$ cat src/rtl/uart_tx_serializer.sv
// UART transmit path: a 16-entry byte FIFO feeding a frame serializer.
// Frames are start, 5..8 data bits sent LSB first, optional parity, then 1 or 2 stop bits.
// Every bit lasts 16 enable ticks.
// The line output is registered one clock behind the FSM. The only exception is break,
// which forces the line low immediately.
module uart_tx_serializer #(
    parameter int FIFO_DEPTH = 16,
    parameter int FIFO_PTR_W = 4
) (
    input  logic       clk,
    input  logic       wb_rst_ni,
    input  logic [7:0] lcr,
    input  logic       tf_push,
    input  logic [7:0] wb_dat_i,
    input  logic       enable,
    input  logic       tx_reset,
    output logic       stx_pad_o,
    output logic [2:0] state,
    output logic [4:0] tf_count,
    output logic       tf_overrun
);

    typedef enum logic [2:0] {
        S_IDLE   = 3'd0,
        S_START  = 3'd1,
        S_DATA   = 3'd2,
        S_PARITY = 3'd3,
        S_STOP1  = 3'd4,
        S_STOP2  = 3'd5
    } tx_state_e;

    tx_state_e             state_reg, state_next;
    logic [7:0]            mem [FIFO_DEPTH];
    logic [FIFO_PTR_W-1:0] wr_ptr_reg, rd_ptr_reg;
    logic [4:0]            count_reg;
    logic                  overrun_reg;
    logic [3:0]            tick_reg, tick_next;
    logic [7:0]            shift_reg, shift_next;
    logic [2:0]            bit_cnt_reg, bit_cnt_next;
    logic                  par_reg, par_next;
    logic                  stx_reg, stx_next;
    logic                  pop;
    logic                  full;
    logic                  push_ok;
    logic                  bit_done;
    logic [2:0]            last_bit;

    // When the FIFO is full, a push is still accepted if a pop happens in the same cycle,
    // because that pop frees the slot. A flush cancels any push in its cycle.
    assign full     = (count_reg == 5'(FIFO_DEPTH));
    assign push_ok  = tf_push && (!full || pop) && !tx_reset;
    assign bit_done = enable && (tick_reg == 4'hF);
    // Index of the final data bit: word length 5..8 maps to 4..7
    assign last_bit = 3'd4 + {1'b0, lcr[1:0]};

    // FIFO storage; written on accepted pushes, no reset needed
    always_ff @(posedge clk) begin
        if (push_ok) begin
            mem[wr_ptr_reg] <= wb_dat_i;
        end
    end

    // FIFO pointers, occupancy and sticky overrun flag
    always_ff @(posedge clk or negedge wb_rst_ni) begin
        if (!wb_rst_ni) begin
            wr_ptr_reg  <= '0;
            rd_ptr_reg  <= '0;
            count_reg   <= '0;
            overrun_reg <= 1'b0;
        end else if (tx_reset) begin
            wr_ptr_reg  <= '0;
            rd_ptr_reg  <= '0;
            count_reg   <= '0;
            overrun_reg <= 1'b0;
        end else begin
            if (push_ok) begin
                wr_ptr_reg <= wr_ptr_reg + FIFO_PTR_W'(1);
            end
            if (pop) begin
                rd_ptr_reg <= rd_ptr_reg + FIFO_PTR_W'(1);
            end
            case ({push_ok, pop})
                2'b10:   count_reg <= count_reg + 5'd1;
                2'b01:   count_reg <= count_reg - 5'd1;
                default: count_reg <= count_reg;
            endcase
            if (tf_push && full && !pop) begin
                overrun_reg <= 1'b1;
            end
        end
    end

    // Serializer state, bit timing and registered line output
    always_ff @(posedge clk or negedge wb_rst_ni) begin
        if (!wb_rst_ni) begin
            state_reg   <= S_IDLE;
            tick_reg    <= '0;
            shift_reg   <= '0;
            bit_cnt_reg <= '0;
            par_reg     <= 1'b0;
            stx_reg     <= 1'b1;
        end else begin
            state_reg   <= state_next;
            tick_reg    <= tick_next;
            shift_reg   <= shift_next;
            bit_cnt_reg <= bit_cnt_next;
            par_reg     <= par_next;
            stx_reg     <= stx_next;
        end
    end

    // Next-state logic, FIFO pop decision and line level for the current bit
    always_comb begin
        state_next   = state_reg;
        tick_next    = tick_reg;
        shift_next   = shift_reg;
        bit_cnt_next = bit_cnt_reg;
        par_next     = par_reg;
        stx_next     = 1'b1;
        pop          = 1'b0;
        if (enable) begin
            tick_next = tick_reg + 4'd1;
        end
        case (state_reg)
            S_IDLE: begin
                tick_next = '0;
                if (enable && (count_reg != 5'd0)) begin
                    pop          = 1'b1;
                    shift_next   = mem[rd_ptr_reg];
                    bit_cnt_next = '0;
                    par_next     = 1'b0;
                    state_next   = S_START;
                end
            end
            S_START: begin
                stx_next = 1'b0;
                if (bit_done) begin
                    state_next = S_DATA;
                end
            end
            S_DATA: begin
                stx_next = shift_reg[0];
                if (bit_done) begin
                    shift_next   = {1'b0, shift_reg[7:1]};
                    par_next     = par_reg ^ shift_reg[0];
                    bit_cnt_next = bit_cnt_reg + 3'd1;
                    if (bit_cnt_reg == last_bit) begin
                        state_next = lcr[3] ? S_PARITY : S_STOP1;
                    end
                end
            end
            S_PARITY: begin
                // Stick parity sends a constant. Otherwise the bit is the data XOR,
                // inverted for odd parity.
                stx_next = lcr[5] ? ~lcr[4] : (lcr[4] ? par_reg : ~par_reg);
                if (bit_done) begin
                    state_next = S_STOP1;
                end
            end
            S_STOP1: begin
                if (bit_done) begin
                    state_next = lcr[2] ? S_STOP2 : S_IDLE;
                end
            end
            S_STOP2: begin
                if (bit_done) begin
                    state_next = S_IDLE;
                end
            end
            default: begin
                state_next = S_IDLE;
                tick_next  = '0;
            end
        endcase
    end

    assign stx_pad_o  = stx_reg & ~lcr[6];
    assign state      = state_reg;
    assign tf_count   = count_reg;
    assign tf_overrun = overrun_reg;

endmodule
$ cat config.mk
export PLATFORM = sky130hd
export DESIGN_NAME = uart_tx_serializer
export DESIGN_NICKNAME = d
export VERILOG_FILES = /design/src/rtl/uart_tx_serializer.sv
export SDC_FILE = /design/constraint.sdc
export NUM_CORES = 1
export LEC_CHECK = 0
export ABC_CLOCK_PERIOD_IN_PS = 3200
export CAP_MARGIN = 15
export CORE_MARGIN = 5
export CORE_UTILIZATION = 40
export CTS_CLUSTER_DIAMETER = 150
export DETAILED_ROUTE_END_ITERATION = 16
export SLEW_MARGIN = 20
export SYNTH_ARGS = -nofsm -noshare
export SYNTH_HDL_FRONTEND = slang
export SYNTH_SLANG_ARGS = --single-unit
$ cat constraint.sdc
create_clock -name clk -period 3.2 [get_ports clk]
set_input_delay 0.96 -clock clk [delete_from_list [all_inputs] [get_ports clk]]
set_output_delay 0.96 -clock clk [all_outputs]
set_load 0.02 [all_outputs]
Yosys cells after proc, flatten, opt, wreduce, memory -nomap -nowiden
Memory sizes are Yosys's and may differ from the RTL's.
Index checks and enable logic that the tools add are counted.
- $add $sub $neg: 7
- equal/unequal tests: 18
- multiplexer cells: 36
- bitwise operators: 5
- reductions and logical operators: 20
- operators by type and width (cell ; number):
    two-way mux 3 bit ; 11
    two-way mux 4 bit ; 6
    one-hot mux 3 bit (6 select lines) ; 1
    two-way mux 8 bit ; 2
    one-hot mux 8 bit (2 select lines) ; 1
    inequality test 2 bit (second input constant) ; 7
    adder 4 x 1 -> 4 bit (second input constant) ; 3
    two-way mux 1 bit ; 10
    one-hot mux 5 bit (2 select lines) ; 1
    nonzero test 2 bit ; 4
    AND reduction 7 bit ; 1
    equality test 3 x 2 -> 1 bit (second input constant) ; 2
    equality test 3 bit (second input constant) ; 2
    logical AND 1 bit ; 6
    one-hot mux 3 bit (2 select lines) ; 1
    adder 5 x 1 -> 5 bit (second input constant) ; 1
    equality test 5 bit (second input constant) ; 1
    two-way mux 5 bit ; 1
    nonzero test 5 bit ; 1
    OR reduction 5 bit ; 1
    subtractor 5 x 1 -> 5 bit (second input constant) ; 1
    equality test 4 bit (second input constant) ; 1
    adder 3 x 1 -> 3 bit (second input constant) ; 1
    adder 3 x 2 -> 3 bit (first input constant) ; 1
    15 further kinds ; 19
- register bits after elaboration: 34
- RAM bits: 128
- output and inout port bits: 10
- logic and storage cells: 97
- memories: 1
- memory list (name ; depth ; bits a word ; rd ports ; clocked after memory_dff ; wr ports ; line ; RTL):
    mem ; 16 ; 8 ; 1 ; 0 ; 1 ; 33 ; logic [7:0] mem [FIFO_DEPTH];

Depth between registers and ports, before layout
Gate-level depths: netlist of the first run.
- word-level depth: 10
- gate-level depth with buffers: 11
- mapped depth without buffers: 10

Worst setup path before layout of the first run
Ideal clock, no wire load.
- kind: input to register
- from: in enable
- to: reg count_reg[2], in the netlist tf_count[2]
- setup time: 132 ps
- data arrival time: 3156 ps
- data required time: 3068 ps
- path slack: -88 ps
- cell stages on the path: 11
- path buffers: 1
- path through: buf_2 > or4b_4 > a21o_4 > nor2_1 > xor2_1 > ha_1 > or2_2 > a2111oi_0 > a41oi_1 > xor2_1 > nor2_1
- cells in the longest elaborated chain, start to end: 9
- elaborated cells between the ends (all ways): 11
- those cells by class: eq/ne (2); mux (4); reduce/logical (5)
- ends and longest elaborated chain (item ; line ; RTL):
    from (decl) ; 15 ; input logic enable,
    logical AND 1 bit (*) ; 127 ; if (enable && (count_reg != 5'd0)) begin
    two-way mux 1 bit (*) ; 127 ;
    two-way mux 1 bit (*) ; 124 ; case (state_reg)
    logical OR 1 bit ; 51 ; assign push_ok = tf_push && (!full || pop) && !tx_reset;
    logical AND 1 bit (2 in a row) ; 51 ;
    equality test 2 x 1 -> 1 bit / equality test 2 bit (equally long branches) ; 82 ; case ({push_ok, pop})
    one-hot mux 5 bit (2 select lines) ; 82 ;
    two-way mux 5 bit ; 70 ; end else if (tx_reset) begin
    to (signal assigned) ; 83 ; 2'b10: count_reg <= count_reg + 5'd1;
    to (signal assigned) ; 84 ; 2'b01: count_reg <= count_reg - 5'd1;
    to (signal assigned) ; 85 ; default: count_reg <= count_reg;
    to (decl) ; 35 ; logic [4:0] count_reg;
Mark *: on every way between the ends. The rest lies on a longest branch, timed or not.
A chain may end at the register's enable or synchronous reset.

Final worst setup path of the first run
- from: in lcr[6]
- to: out stx_pad_o
- cells in the longest elaborated chain, start to end: 2
- ends and longest elaborated chain (item ; line ; RTL):
    from (decl) ; 12 ; input logic [7:0] lcr,
    inverter 1 bit ; 177 ; assign stx_pad_o = stx_reg & ~lcr[6];
    bitwise AND 1 bit ; 177 ;
    to (decl) ; 17 ; output logic stx_pad_o,
Every way passes these cells.

==> metrics.yaml, run 1 <==
yosys:
  synth_most_common_cell: "edfxtp_1"
  synth_cell_type_count: 51
  synth.avg_cell_area_um2: 17.20
  yosys_warnings: 0
  ys_ff_latch: 162
  synth_area_leaders: "edfxtp_1 56%, mux4_2 13%, dfrtp_1 12%, ha_1 1.6%, nor2_1 1.6%"
  synth-edff-count: 128
  ys.flop_type: "edfxtp_1"
  syn_area_um2: 6879
  syn_inst: 400
  yosysSeqAreaShare_pct: 68.26
  ys_top_cells_by_count: "128 x edfxtp_1, 40 x mux4_2, 33 x dfrtp_1"
  yosys.area.top_type: "edfxtp_1"
  yosysTopAreaCellShare_pct: 55.87
  async_flop_share_pct: 20.99
  syn_nets: 430
setup_path:
  arrival_ns: 2.08
  crit_chain: "clkdlybuf4s50_1, nor2b_1, clkdlybuf4s50_1"
  crit_top_cell: "clkdlybuf4s50_1"
  path_max_fanout: 1
  path_class: "input pin to output pin"
  end_kind: "output pin"
  crit_path_start_kind: "input pin"
  cp.required_ns: 2.24
  max_stage_delay_ns: 0.61
  path_buf_inv: 2
  cp_top_family: "buffers and inverters"
  cpMaxStageDelayCell: "clkdlybuf4s50_1"
die:
  die_h_um: 141.1
  die_x_um: 141.1
  io_pins: 31
  core_area_um2: 17060
  rows: 48
  start_util_pct: 40.33
  die_area_um2: 19920
cells_and_area:
  diodes: 0
  nNetsFinal: 499
  largest_reg_flops: 128
  fillers: 1443
  drive_above_1_share_pct: 27.39
  syn_to_final_growth_pct: 22.50
  design_area_um2: 8427
pwr:
  p_clk_share_pct: 37.7
  sequentialPowerShare_pct: 47.9
  p_per_area_nw_per_um2: 617.9
  pwr-share-comb_pct: 14.4
  switching_share_pct: 25.78
  p_sw_mw: 1.342
  internal_power_mw: 3.865
  p_leak_nw: 2.913
  ir_drop_mv: 0.3542
clock_network:
  ctsHoldBuffers: 0
  clk_path_buf_depth: 2
  cts_tree: "done"
  insertion_delay_ns: 0.43
  cts_num_sinks: 162
  cts-root-buf: "clkbuf_16"
  htree_levels: 4
  clk_pin_slew_ns: 0.06
  numCtsBuffers: 17
timing:
  skew_ns: 0.008313
  setup_viol: 0
  max_freq_mhz: 328.8
  slew-limit-headroom_pct: 48.52
  period_minus_slack_ns: 3.041
  fin_crit_sh_pct: 95.04
  rsz0062_at_grt: "no"
  hold_violations: 0
  slew_violations: 0
  tightest_slew_ns: 0.7721
  fin_setup_tns_ns: 0
route:
  via_per_inst: 5.250
  drt-total-wl_um: 13490
  remaining_drc_errors: 0
  num_vias: 3712
  drtAntennaViolNets: 0
  first_pass_iters: 5
  drt_iter0_drc: 220
  post_drt_wl_per_cell_um: 19.08
global_route:
  track_usage_pct: 14.76
  antenna_found_initial: 0
  grt_max_degree: 35
  grt_pass1_vias: 3765
  grt_overflow: 0
  grt_pass1_wl_um: 21760
placed_design:
  place_area_um2: 7825
  gp_congestion: 0.7828
  numPortBuffers: 29
  place_hpwl_um: 9227
flow_run:
  drv_cap: 0
run_status:
  status: "finished, final reports clean"
hold_path:
  min_path_type: "register to register"
-- metrics by stage --
stage	utilization [%]	hold WS, ns	std cells	setup slack, ns	total power, mW
2_1_floorplan	-	0.4694	400	0.01633	2.998
3_3_place_gp	45.88	0.4911	675	-0.3514	3.263
3_5_place_dp	45.88	0.4970	675	-0.4192	3.291
4_1_cts	49.25	0.5112	707	0.06004	5.257
5_1_grt	49.41	0.5238	707	0.1280	5.455
6_report	49.41	0.5063	707	0.1588	5.207
-- per-layer routing --
layer,GRT usage (%),up-vias,wire [um]
met5,0,-,0
met4,6.017,0,260
met3,3.528,20,570
met2,23.28,77,6680
met1,19.80,1914,5976
li1,-,1701,-
-- area by class of cell --
class / instances / area (um2) / share of cell area (%)
Sequential cell: 162 / 4697 / 55.74
Clock inverter: 15 / 150.1 / 1.782
Timing Repair Buffer: 68 / 743.2 / 8.820
Multi-Input combinational cell: 208 / 2085 / 24.74
Tap cell: 225 / 281.5 / 3.341
Inverter: 12 / 45.04 / 0.5345
Clock buffer: 17 / 425.4 / 5.048
-- power groups by stage --
| stage | clock network (mW) | logic (mW) | registers (mW) |
|---|---|---|---|
| 6_report | 1.96 | 0.749 | 2.50 |
| 5_1_grt | 2.11 | 0.828 | 2.51 |
| 4_1_cts | 2.01 | 0.753 | 2.50 |
| 3_5_place_dp | 0 | 0.751 | 2.54 |
| 3_3_place_gp | 0 | 0.731 | 2.53 |
| 2_1_floorplan | 0 | 0.462 | 2.54 |
-- final timing paths --
kind | from | end | slack, ns | cells after the start
min in group asynchronous | wb_rst_ni | shift_reg[5]$_DFFE_PN0P_ | 0.61 | 1
hold reg to reg | shift_reg[7]$_DFFE_PN0P_ | shift_reg[7]$_DFFE_PN0P_ | 0.51 | 1
max in group asynchronous | wb_rst_ni | rd_ptr_reg[0]$_DFFE_PN0P_ | 2.05 | 1
hold / removal | shift_reg[7]$_DFFE_PN0P_ | shift_reg[7]$_DFFE_PN0P_ | 0.51 | 1
setup reg to reg | state[2]$_DFFE_PN0P_ | tf_count[4]$_DFFE_PN0P_ | 0.61 | 9
setup / recovery | lcr[6] | stx_pad_o | 0.16 | 3
-- cells in the final DEF, fill, tap and decap left out, types with 5 or more instances in the layout --
cell type / Yosys / final
edfxtp_1: 128 / 128
mux4_2: 40 / 40
dfrtp_1: 33 / 32
nor2_1: 30 / 29
clkdlybuf4s50_1: 0 / 27
buf_4: 0 / 26
nand2_1: 24 / 24
clkbuf_16: 0 / 17
buf_12: 0 / 13
inv_1: 12 / 12
and2_1: 12 / 12
xor2_1: 10 / 10
xnor2_1: 9 / 9
ha_1: 9 / 8
a21oi_1: 8 / 7
a22oi_1: 7 / 7
nand4_1: 6 / 6
nor3_1: 5 / 5
-- kinds of logic (layout without fill, tap and decap cells) --
kind of cell	count (synthesis)	after routing	synth area share [%]
adders and majority gates	9	9	1.637
AOI/OAI and AO/OA	39	39	4.511
and+or+nand+nor	97	97	7.403
DFF	162	162	68.26
muxes	44	44	13.90
buffers and inverters	30	112	1.873
xor gates and xnor gates	19	19	2.419
-- timing repair --
action                                  4_1_cts  5_1_grt
endpoints found under the setup margin        0        2
buffers inserted                              0        0
resized for setup                             0        6
endpoints found under the hold margin         0        0
Note: power is estimated with default switching activity, not from simulation.
==> run 2: changes to the inputs <==
HOLD_SLACK_MARGIN = 0.12   (was unset)
MAX_ROUTING_LAYER = met4   (was unset)
==> run 2 against run 1 <==
  * Critical endpoint unchanged
  * Largest power group unchanged
  * Clock-buffer cell count unchanged
  * Critical path depth unchanged
  * Global-route usage increased by 0.42 points
  * Clock power about the same
  * First-iteration DRC count increased by 15%
  * Critical path type unchanged
  * Hold slack about the same
  * Sequential power about the same
  * Largest cell class unchanged
  * Fmax unchanged
  * Cell area unchanged
==> metrics.yaml, run 2 (synthesized netlist as in run 1, its figures left out) <==
die:
  die_x_um: 141.1  # unchanged
  io_pins: 31  # unchanged
  die_area_um2: 19920  # unchanged
  rows: 48  # unchanged
  core_area_um2: 17060  # unchanged
  start_util_pct: 40.33  # unchanged
  die_h_um: 141.1  # unchanged
hold_path:
  whs_endpoint: "shift_reg[7]$_DFFE_PN0P_"
  min_from: "shift_reg[7]$_DFFE_PN0P_"
  hold_depth: 1  # unchanged
  min_path_type: "register to register"
clock_network:
  cts_num_sinks: 162  # unchanged
  insertion_delay_ns: 0.42  # about the same
  clk_pin_slew_ns: 0.06  # about the same
  cts-root-buf: "clkbuf_16"
  cts_tree: "done"
  htree_levels: 4  # unchanged
  cts_setup_buffers: 0  # unchanged
  numCtsBuffers: 17  # unchanged
  clk_path_buf_depth: 2  # unchanged
  ctsHoldBuffers: 0  # unchanged
  cts_resized: 0  # unchanged
timing:
  hold_violations: 0  # unchanged
  hold_ws_ns: 0.5063  # +0.00001000 ns
  rsz0062_at_grt: "no"
  fin_crit_sh_pct: 95.04  # unchanged
  setup_viol: 0  # unchanged
  skew_ns: 0.009897  # +0.001584 ns
  max_freq_mhz: 328.8  # unchanged
  slew_violations: 0  # unchanged
  slew-limit-headroom_pct: 48.16  # -0.37 points
  tightest_slew_ns: 0.7777  # +0.005536 ns
  period_minus_slack_ns: 3.041  # unchanged
route:
  first_pass_iters: 4  # -1
  drt_iter0_drc: 253  # +15%
  drtAntennaViolNets: 0  # unchanged
  via_per_inst: 5.228  # -0.43%
  num_vias: 3696  # -0.43%
  drt-total-wl_um: 13510  # +0.16%
  remaining_drc_errors: 0  # unchanged
  post_drt_wl_per_cell_um: 19.11  # +0.16%
placed_design:
  gp_congestion: 0.7978  # +1.9%
  place_area_um2: 7825  # unchanged
  numPortBuffers: 29  # unchanged
  place_hpwl_um: 9227  # unchanged
setup_path:
  arrival_ns: 2.08  # about the same
  r2r_cells: 9  # unchanged
  max_stage_delay_ns: 0.61  # about the same
  end_kind: "output pin"
  crit_path_start_kind: "input pin"
  crit_top_cell: "clkdlybuf4s50_1"
  crit_chain: "clkdlybuf4s50_1, nor2b_1, clkdlybuf4s50_1"
  r2r-start: "state[2]$_DFFE_PN0P_"
  cpMaxStageDelayCell: "clkdlybuf4s50_1"
  cp.required_ns: 2.24  # about the same
  rr_endpoint: "tf_count[4]$_DFFE_PN0P_"
  path_class: "input pin to output pin"
  reg2reg_setup_slack_ns: 0.61  # about the same
  path_max_fanout: 1  # unchanged
cells_and_area:
  fillers: 1443  # unchanged
  final_common_cell: "edfxtp_1"
  largest_reg_flops: 128  # unchanged
  drive_above_1_share_pct: 27.39  # unchanged
  mostFrequentLayoutCells: "128 x edfxtp_1, 40 x mux4_2, 32 x dfrtp_1, 29 x nor2_1, 27 x clkdlybuf4s50_1"
  syn_to_final_growth_pct: 22.50  # unchanged
  diodes: 0  # unchanged
  nNetsFinal: 499  # unchanged
  design_area_um2: 8427  # unchanged
flow_run:
  drv_cap: 0  # unchanged
pwr:
  ir_drop_mv: 0.3488  # -1.5%
  p_per_area_nw_per_um2: 617.5  # about the same
  p_leak_nw: 2.913  # unchanged
  total_power_mw: 5.204  # about the same
global_route:
  grt_pass1_wl_um: 21760  # about the same
  grt_overflow: 0  # unchanged
  grt_pass1_vias: 3763  # -0.053%
  grt_max_degree: 35  # unchanged
  antenna_found_initial: 0  # unchanged
  track_usage_pct: 15.18  # +0.42 points
run_status:
  status: "finished, final reports clean"
==> run 2: cell counts in the layout (fill, tap and decap cells not counted) <==
No cell type changed its count.
==> run 2: worst max-delay path by stage <==
stage          startpoint                 endpoint  slack [ns]  cells after the start
3_5_place_dp       enable  tf_count[4]$_DFFE_PN0P_       -0.42                     10
4_1_cts            enable  tf_count[4]$_DFFE_PN0P_        0.06                     10
2_1_floorplan      enable  tf_count[4]$_DFFE_PN0P_        0.02                     10
3_3_place_gp       enable  tf_count[4]$_DFFE_PN0P_       -0.35                     11
5_1_grt            lcr[6]                stx_pad_o        0.13                      3
6_report           lcr[6]                stx_pad_o        0.16                      3
==> run 2: critical path: cells and delay by family <==
family,cells,cell delay [ns]
buffers and inverters,2,1.01
and+or+nand+nor,1,0.11
==> run 2: cell type report <==
cell class,count,area [um2],share of cell area (%)
Sequential cell,162,4697,55.74
Inverter,12,45.04,0.5345
Clock inverter,15,150.1,1.782
Clock buffer,17,425.4,5.048
Multi-Input combinational cell,208,2085,24.74
Tap cell,225,281.5,3.341
Timing Repair Buffer,68,743.2,8.820
==> run 2: through the flow <==
stage / utilization, % / cells / setup WS, ns / setup TNS [ns]
after floorplan: - / 400 / 0.01633 / 0
after global placement: 45.88 / 675 / -0.3514 / -17.11
after detailed placement: 45.88 / 675 / -0.4192 / -18.63
after CTS: 49.25 / 707 / 0.06004 / 0
after global routing: 49.41 / 707 / 0.1280 / 0
final: 49.41 / 707 / 0.1588 / 0
==> run 2: routing by layer <==
metal | vias to the layer above | track usage [%] | share of wire [%]
li1 | 1707 | - | -
met1 | 1902 | 19.78 | 44
met2 | 80 | 23.30 | 51
met3 | 7 | 3.528 | 4.7
met4 | 0 | 5.864 | 1.1
met5 | - | - | 0
==> run 2: where the power goes <==
part           switching, mW  internal [mW]  leakage [nW]
clock                  0.863           1.10         0.274
combinational          0.375          0.375          1.04
sequential             0.100           2.39          1.60
